$ cat config.mk
export PLATFORM = sky130hd
export DESIGN_NAME = uart_rx_frame
export DESIGN_NICKNAME = d
export VERILOG_FILES = /design/src/rtl/uart_pkg.sv /design/src/rtl/uart_bit_timer.sv /design/src/rtl/uart_rx_frame.sv
export SDC_FILE = /design/constraint.sdc
export NUM_CORES = 1
export LEC_CHECK = 0
export CORE_ASPECT_RATIO = 2
export CORE_MARGIN = 4
export CORE_UTILIZATION = 34
export DETAILED_ROUTE_END_ITERATION = 7
export HOLD_SLACK_MARGIN = 0.06
export PLACE_DENSITY_LB_ADDON = 0.3
export SETUP_SLACK_MARGIN = 0.5
export SLEW_MARGIN = 10
export SYNTH_ARGS = -nofsm -noshare
export SYNTH_HDL_FRONTEND = slang
export SYNTH_SLANG_ARGS = --single-unit
$ cat constraint.sdc
create_clock -name clk -period 1.98 [get_ports clk]
set_input_delay 0.495 -clock clk [delete_from_list [all_inputs] [get_ports clk]]
set_output_delay 0.495 -clock clk [all_outputs]
set_load 0.05 [all_outputs]
$ cat src/rtl/uart_pkg.sv
// Shared types and limits for the UART receive/transmit blocks.
package uart_pkg;

   localparam int unsigned MIN_CLKS_PER_BIT = 8;
   localparam int unsigned MIN_DATA_BITS    = 5;
   localparam int unsigned MAX_DATA_BITS    = 9;

   typedef enum logic [2:0] {
      IDLE,
      START,
      DATA,
      PARITY,
      STOP
   } uart_rx_state_e;

endpackage

$ cat src/rtl/uart_bit_timer.sv
// Bit-period strobe generator: first strobe half a bit after restart, then one per bit period.
module uart_bit_timer #(
   parameter int unsigned CLKS_PER_BIT = 434
) (
   input  logic clk,
   input  logic rst_n,
   input  logic restart,
   output logic sample_stb
);

   localparam int unsigned CNT_W = $clog2(CLKS_PER_BIT);
   localparam int unsigned HALF  = CLKS_PER_BIT / 2;
   localparam logic [CNT_W-1:0] LAST = CNT_W'(CLKS_PER_BIT - 1);
   // Preload so the count reaches LAST exactly HALF cycles after restart.
   localparam logic [CNT_W-1:0] LOAD = CNT_W'(CLKS_PER_BIT - HALF);

   logic [CNT_W-1:0] cnt;

   always_ff @(posedge clk or negedge rst_n) begin : p_cnt
      if (!rst_n) begin
         cnt        <= '0;
         sample_stb <= 1'b0;
      end else if (restart) begin
         cnt        <= LOAD;
         sample_stb <= 1'b0;
      end else if (cnt == LAST) begin
         cnt        <= '0;
         sample_stb <= 1'b1;
      end else begin
         cnt        <= cnt + CNT_W'(1);
         sample_stb <= 1'b0;
      end
   end

endmodule

$ cat src/rtl/uart_rx_frame.sv
// UART frame receiver with synchroniser, false-start rejection, error flags and valid/ready output.
// Optional parity stage enabled by defining UART_RX_PARITY_EN.
module uart_rx_frame
   import uart_pkg::*;
#(
   parameter int unsigned CLKS_PER_BIT = 434,
   parameter int unsigned DATA_BITS    = 8,
   parameter int unsigned STOP_BITS    = 1,
   parameter int unsigned PARITY_ODD   = 0
) (
   input  logic                 clk,
   input  logic                 rst_n,
   input  logic                 serial_rx,
   output logic [DATA_BITS-1:0] data_out,
   output logic                 data_valid,
   input  logic                 data_ready,
   output logic                 frame_err,
   output logic                 parity_err,
   output logic                 overrun,
   output logic                 busy
);

   localparam int unsigned BCNT_W = 4;

   // Parameter range checks at elaboration.
   if (CLKS_PER_BIT < MIN_CLKS_PER_BIT) begin : g_bad_cpb
      $error("uart_rx_frame: CLKS_PER_BIT must be >= %0d", MIN_CLKS_PER_BIT);
   end
   if (DATA_BITS < MIN_DATA_BITS || DATA_BITS > MAX_DATA_BITS) begin : g_bad_db
      $error("uart_rx_frame: DATA_BITS must be %0d..%0d", MIN_DATA_BITS, MAX_DATA_BITS);
   end
   if (STOP_BITS < 1 || STOP_BITS > 2) begin : g_bad_sb
      $error("uart_rx_frame: STOP_BITS must be 1 or 2");
   end
   if (PARITY_ODD > 1) begin : g_bad_po
      $error("uart_rx_frame: PARITY_ODD must be 0 or 1");
   end

   uart_rx_state_e       state, state_next;
   logic                 rx_meta, rx_s;
   logic                 stb;
   logic [DATA_BITS-1:0] shreg;
   logic [BCNT_W-1:0]    bit_cnt;
   logic                 ferr_acc;

   logic restart_c, shift_c, bcnt_clr_c, bcnt_inc_c, stop_c, done_c, load_c;
   logic frame_err_c;

   // Two-flop synchroniser, idle-high reset.
   always_ff @(posedge clk or negedge rst_n) begin : p_sync
      if (!rst_n) begin
         rx_meta <= 1'b1;
         rx_s    <= 1'b1;
      end else begin
         rx_meta <= serial_rx;
         rx_s    <= rx_meta;
      end
   end

   uart_bit_timer #(
      .CLKS_PER_BIT(CLKS_PER_BIT)
   ) u_timer (
      .clk       (clk),
      .rst_n     (rst_n),
      .restart   (restart_c),
      .sample_stb(stb)
   );

   always_ff @(posedge clk or negedge rst_n) begin : p_state
      if (!rst_n) state <= IDLE;
      else        state <= state_next;
   end

   always_comb begin : p_next
      state_next = state;
      restart_c  = 1'b0;
      shift_c    = 1'b0;
      bcnt_clr_c = 1'b0;
      bcnt_inc_c = 1'b0;
      stop_c     = 1'b0;
      done_c     = 1'b0;
      case (state)
         IDLE: begin
            if (!rx_s) begin
               state_next = START;
               restart_c  = 1'b1;
               bcnt_clr_c = 1'b1;
            end
         end
         START: begin
            // A line back high at mid-start is a glitch, not a frame.
            if (stb) state_next = rx_s ? IDLE : DATA;
         end
         DATA: begin
            if (stb) begin
               shift_c = 1'b1;
               if (bit_cnt == BCNT_W'(DATA_BITS - 1)) begin
                  bcnt_clr_c = 1'b1;
`ifdef UART_RX_PARITY_EN
                  state_next = PARITY;
`else
                  state_next = STOP;
`endif
               end else begin
                  bcnt_inc_c = 1'b1;
               end
            end
         end
`ifdef UART_RX_PARITY_EN
         PARITY: begin
            if (stb) state_next = STOP;
         end
`endif
         STOP: begin
            if (stb) begin
               stop_c = 1'b1;
               if (bit_cnt == BCNT_W'(STOP_BITS - 1)) begin
                  done_c     = 1'b1;
                  state_next = IDLE;
               end else begin
                  bcnt_inc_c = 1'b1;
               end
            end
         end
         default: state_next = IDLE;
      endcase
   end

   always_ff @(posedge clk or negedge rst_n) begin : p_datapath
      if (!rst_n) begin
         shreg    <= '0;
         bit_cnt  <= '0;
         ferr_acc <= 1'b0;
      end else begin
         if (shift_c) shreg <= {rx_s, shreg[DATA_BITS-1:1]};
         if (bcnt_clr_c)      bit_cnt <= '0;
         else if (bcnt_inc_c) bit_cnt <= bit_cnt + BCNT_W'(1);
         if (restart_c)              ferr_acc <= 1'b0;
         else if (stop_c && !rx_s)   ferr_acc <= 1'b1;
      end
   end

   // Includes the final stop sample, which is being taken this cycle.
   assign frame_err_c = ferr_acc | ~rx_s;
   assign load_c      = done_c && (!data_valid || data_ready);

   always_ff @(posedge clk or negedge rst_n) begin : p_out
      if (!rst_n) begin
         data_out   <= '0;
         data_valid <= 1'b0;
         frame_err  <= 1'b0;
         overrun    <= 1'b0;
         busy       <= 1'b0;
      end else begin
         overrun <= done_c && data_valid && !data_ready;
         busy    <= (state_next != IDLE);
         if (load_c) begin
            data_out   <= shreg;
            frame_err  <= frame_err_c;
            data_valid <= 1'b1;
         end else if (data_ready) begin
            data_valid <= 1'b0;
         end
      end
   end

`ifdef UART_RX_PARITY_EN
   logic par_bit;

   always_ff @(posedge clk or negedge rst_n) begin : p_parity
      if (!rst_n) begin
         par_bit    <= 1'b0;
         parity_err <= 1'b0;
      end else begin
         if (state == PARITY && stb) par_bit <= rx_s;
         if (load_c) parity_err <= par_bit ^ (^shreg) ^ 1'(PARITY_ODD);
      end
   end
`else
   assign parity_err = 1'b0;
`endif

endmodule

## Yosys cells after proc, flatten, opt, wreduce, memory -nomap -nowiden

Index checks and enable logic that the tools add are counted.
W data, S select, Z words.

- Flip-flop bits (word level): 40
- Latch bits: 0
- Memory bits (writable): 0
- ROM bits: 0
- Word-level logic and storage cells: 70
- Memories kept: 0

- Add/sub/neg operators: 2
- $mul: 0
- Div/mod/pow operators: 0
- Magnitude comparators: 0
- Equality and inequality tests: 5
- Shift-type cells: 0
- Muxes and demuxes: 34
- Bitwise gates (word level): 2
- Reductions and logical operators: 14

Operators by type and width:

| cell | number |
|---|---|
| $mux W1 | 20 |
| $mux W3 | 6 |
| $mux W9 | 2 |
| $pmux W3 S4 | 1 |
| $add A9 B1 Y9 const B | 1 |
| $eq A9 B9 Y1 const B | 1 |
| $mux W4 | 2 |
| $reduce_bool A2 Y1 | 3 |
| $add A4 B1 Y4 const B | 1 |
| $eq A4 B3 Y1 const B | 1 |
| $logic_and A1 B1 Y1 | 4 |
| $logic_not A4 Y1 | 1 |
| $pmux W1 S2 | 2 |
| $eq A3 B1 Y1 const B | 1 |
| $eq A3 B2 Y1 const B | 1 |
| $eq A3 B3 Y1 const B | 1 |
| $logic_not A1 Y1 | 3 |
| $logic_not A3 Y1 | 1 |
| $reduce_bool A3 Y1 | 1 |
| $mux W2 | 1 |
| $logic_or A1 B1 Y1 | 1 |
| $not A1 Y1 | 1 |
| $or A1 B1 Y1 | 1 |

## Longest topological paths before layout

- Depth in word-level cells: 6
- Gate-level depth with buffers: 6

## By module

A second synthesis with hierarchy kept.

- Cell total of the unflattened synthesis: 160
- Area, all modules: 1,841.8 µm²

Modules (own cells, without submodules):

| module | times used | cells an instance | area each (µm²) |
|---|---|---|---|
| uart_rx_frame | 1 | 112 | 1,330.0 |
| uart_bit_timer | 1 | 48 | 511.7 |

## Worst setup path before layout

Ideal clock, no wire load.

- Path kind: flip-flop to flip-flop
- Start point: reg state[1]
- End point: reg data_out[0]
- Setup time: 0.125 ns
- Arrival: 1.767 ns
- Data required time: 1.855 ns
- Setup slack: 0.088 ns
- Stages on the path, launching flop included: 7
- Path through: dfrtp_1 -> buf_6 -> nand4bb_4 -> or4b_4 -> nand2b_4 -> buf_6 -> mux2_4

- Word-level cells in the longest chain between the ends: 3

RTL lines:

| what | line | text |
|---|---|---|
| start, declared | uart_rx_frame.sv:39 | `uart_rx_state_e state, state_next;` |
| start signal, assigned | uart_rx_frame.sv:71 | `else state <= state_next;` |
| $eq A3 B3 Y1 | uart_rx_frame.sv:82 | `case (state)` |
| $mux W1 | uart_rx_frame.sv:82 |  |
| $logic_and A1 B1 Y1 | uart_rx_frame.sv:145 | `assign load_c = done_c && (!data_valid \|\| data_ready);` |
| end signal, assigned | uart_rx_frame.sv:158 | `data_out <= shreg;` |
| end, declared | uart_rx_frame.sv:14 | `output logic [DATA_BITS-1:0] data_out,` |

Every way passes these cells.
A chain may end at the register's enable or synchronous reset.

## Final worst setup path

- Start point: reg state[1]
- End point: reg data_out[6]

Same word-level chain as after synthesis.

==> reports/qor.txt <==
status - complete, no violations
Total Die Area - 6720 um2
total track usage - 0.121
Post-Synthesis Cells - 163
antenna-violating nets left - 0
Layout Skew - 0.00460 ns
Tcrit/Tclk final - 0.891
boundary pin count - 17
register clock-pin slew on the reported worst setup and hold paths - 0.07 ns
total routed wirelength - 3.69 mm
fin area - 2340 um2
Avg WL per Cell - 14.3 um
htree depth - 2
CTS buffer count - 5
final layout net count - 207
Worst Reg-to-Reg Cells - 4
# setup viols final - 0
YS warnings - 0
setup tns final - 0 ns
Vert. Die Dim - 112 um
Fin Hold WS - 0.244 ns
global route overflow - 0
n_diodes - 0
Layout area overhead - 27.3%
Final Hold Fails - 0
CTS tree - yes
#FFs+latches synth - 40
critical path type - flop to flop
syn_nets - 171
Final Total Pwr - 1.40 mW
Initial Util - 0.355
Clock Tree Buf Depth - 2
DRC viols - 0
via count - 1,304
Crit Path Max Fanout - 5
WP data arrival - 1.94 ns
RSZ-0062 raised after global routing - yes
Max Slew Vio Count - 0
EDFF count, synth - 0
FMAX - 567 MHz
Storage cell area - 1000 um2
area of the multi-input gates - 873 um2
Critical Path End Type - flop
Filler cells - 500
Synth Flop Type - dfrtp_1
Leakage - 1.15 nW
Via density - 5.05
cts hold-fix bufs - 0
Max Cap Viol - 0
Hold WC Path Type - input pin to async pin
share of post-route cells with drive strength above 1 - 0.345
Sink Count - 40
Placed Area - 2030 um2
Cell Area, Synth - 1840 um2
vias in the first global route - 1,321
worst vdd ir - 551 uV
first-pass GRT wire length - 6.18 mm
Synth async-reset ratio - 1.00
Crit Reg-Reg Startpoint - state[1]
Final Critical Period - 1.76 ns
reg2reg setup slack - 0.22 ns
port buffer count - 15
clk root buf - clkbuf_8
Core Util, Final - 0.452
DRT Pass-1 Iters - 4
crit start category - flop
Clock Latency Late Sink - 0.29 ns
largest net degree at the start of global routing - 41
post-synthesis sequential area ratio - 0.546
Req. time, crit path - 2.16 ns
Routability Congestion - 0.723
post-DP HPWL - 2.56 mm
pwr dens - 597 nW/um2
die width - 60.0 um
initial drt markers - 39
Critical R2R Capture - data_out[6]
initial antenna violation count - 0
row count - 37
Post-Syn Area per Cell - 11.3 um2
Netlist cell types - 46
total core area - 5180 um2
-- how the worst max path moves through the flow --
stage,from,end,cells past startpoint,slack [ns]
global route,state[0],data_out[1],4,0.17
global placement,bit_cnt[0],bit_cnt[2],6,0.21
floorplan,state[1],data_out[0],6,0.12
detailed placement,bit_cnt[0],bit_cnt[2],5,0.16
CTS,state[1],data_out[6],4,0.21
finish,state[1],data_out[6],4,0.22
-- sequential cells by signal, summed over array words and instances, names as in the netlist --
| register | flops |
|---|---|
| rx_s | 1 |
| busy | 1 |
| shreg | 8 |
| u_timer.cnt | 9 |
| overrun | 1 |
| u_timer.sample_stb | 1 |
| ferr_acc | 1 |
| bit_cnt | 4 |
| data_valid | 1 |
| frame_err | 1 |
| state | 3 |
| rx_meta | 1 |
| data_out | 8 |
-- worst max-delay path: stages, from the launching register on --
cell and delay [ns]:
dfrtp_1 0.41, nand4bb_4 0.20, or4b_4 0.52, nand2b_4 0.21, mux2_4 0.32
-- cells in the final DEF (no fill, tap or decap), types with 4 or more instances in the layout --
cell,count
dfrtp_1,38
nand2_1,33
buf_4,28
nor2_1,12
mux2_4,9
o21ai_0,6
clkbuf_8,6
inv_1,4
buf_6,4
-- stage by stage --
stage / worst slack, ns / instances
detailed placement: 0.161 / 235
global route: 0.167 / 258
CTS: 0.207 / 255
floorplan: 0.118 / 163
finish: 0.215 / 258
global placement: 0.213 / 235
-- routing by layer --
layer	vias up	wire length, um	global-route usage
met5	-	0	0
met4	0	66	0.0547
met3	5	113	0.0345
met2	18	2210	0.223
met1	653	1310	0.118
li1	628	-	-
-- where the power goes --
group / switching (mW) / internal (mW)
Sequential: 0.00267 / 0.820
Clock: 0.271 / 0.278
Combinational: 0.0206 / 0.00650
-- synth_stat cells, types with 2 or more instances --
master,count,area share
mux2_4,9,0.073
and3_1,2,0.0068
nand2b_1,3,0.010
o21ai_0,6,0.016
xnor2_1,4,0.019
nand4_1,2,0.0068
nand2_1,33,0.067
dfstp_2,2,0.029
a21oi_1,2,0.0054
buf_6,2,0.012
inv_1,4,0.0082
mux2i_1,2,0.011
xor2_1,2,0.0095
dfrtp_1,38,0.52
clkbuf_1,4,0.0082
nor2_1,12,0.024
a31oi_1,2,0.0068
ha_1,4,0.027
nand3_1,3,0.0082
-- kinds of logic (layout without fill, tap and decap cells) --
| kind of cell | Yosys count | count (layout) | synth area share |
|---|---|---|---|
| AND/OR/NAND/NOR | 70 | 71 | 0.207 |
| XOR/XNOR | 6 | 6 | 0.0286 |
| multiplexers | 12 | 12 | 0.0905 |
| AO/OA/AOI/OAI | 18 | 18 | 0.0633 |
| buffers and inverters | 12 | 48 | 0.0354 |
| flip-flops | 40 | 40 | 0.546 |
| adder cells (fa/ha/maj) | 4 | 4 | 0.0272 |
| other | 1 | 1 | 0.00204 |
-- timing repair --
| item | in CTS | in global routing |
|---|---|---|
| setup endpoints to repair | 16 | 23 |
| gates resized for setup | 13 | 8 |
| pin swaps | 1 | 1 |
| cloned | 1 | 0 |
| setup buffers | 11 | 3 |
-- final cells by class --
class                   count  area share
flip-flops and latches     40       0.428
well taps                  58      0.0310
repair buffers             36       0.122
multi-input cells         112       0.373
inverters                   4     0.00641
clock buffers               6      0.0353
clock inverters             2     0.00427
Power figures use the tool's default switching activity.
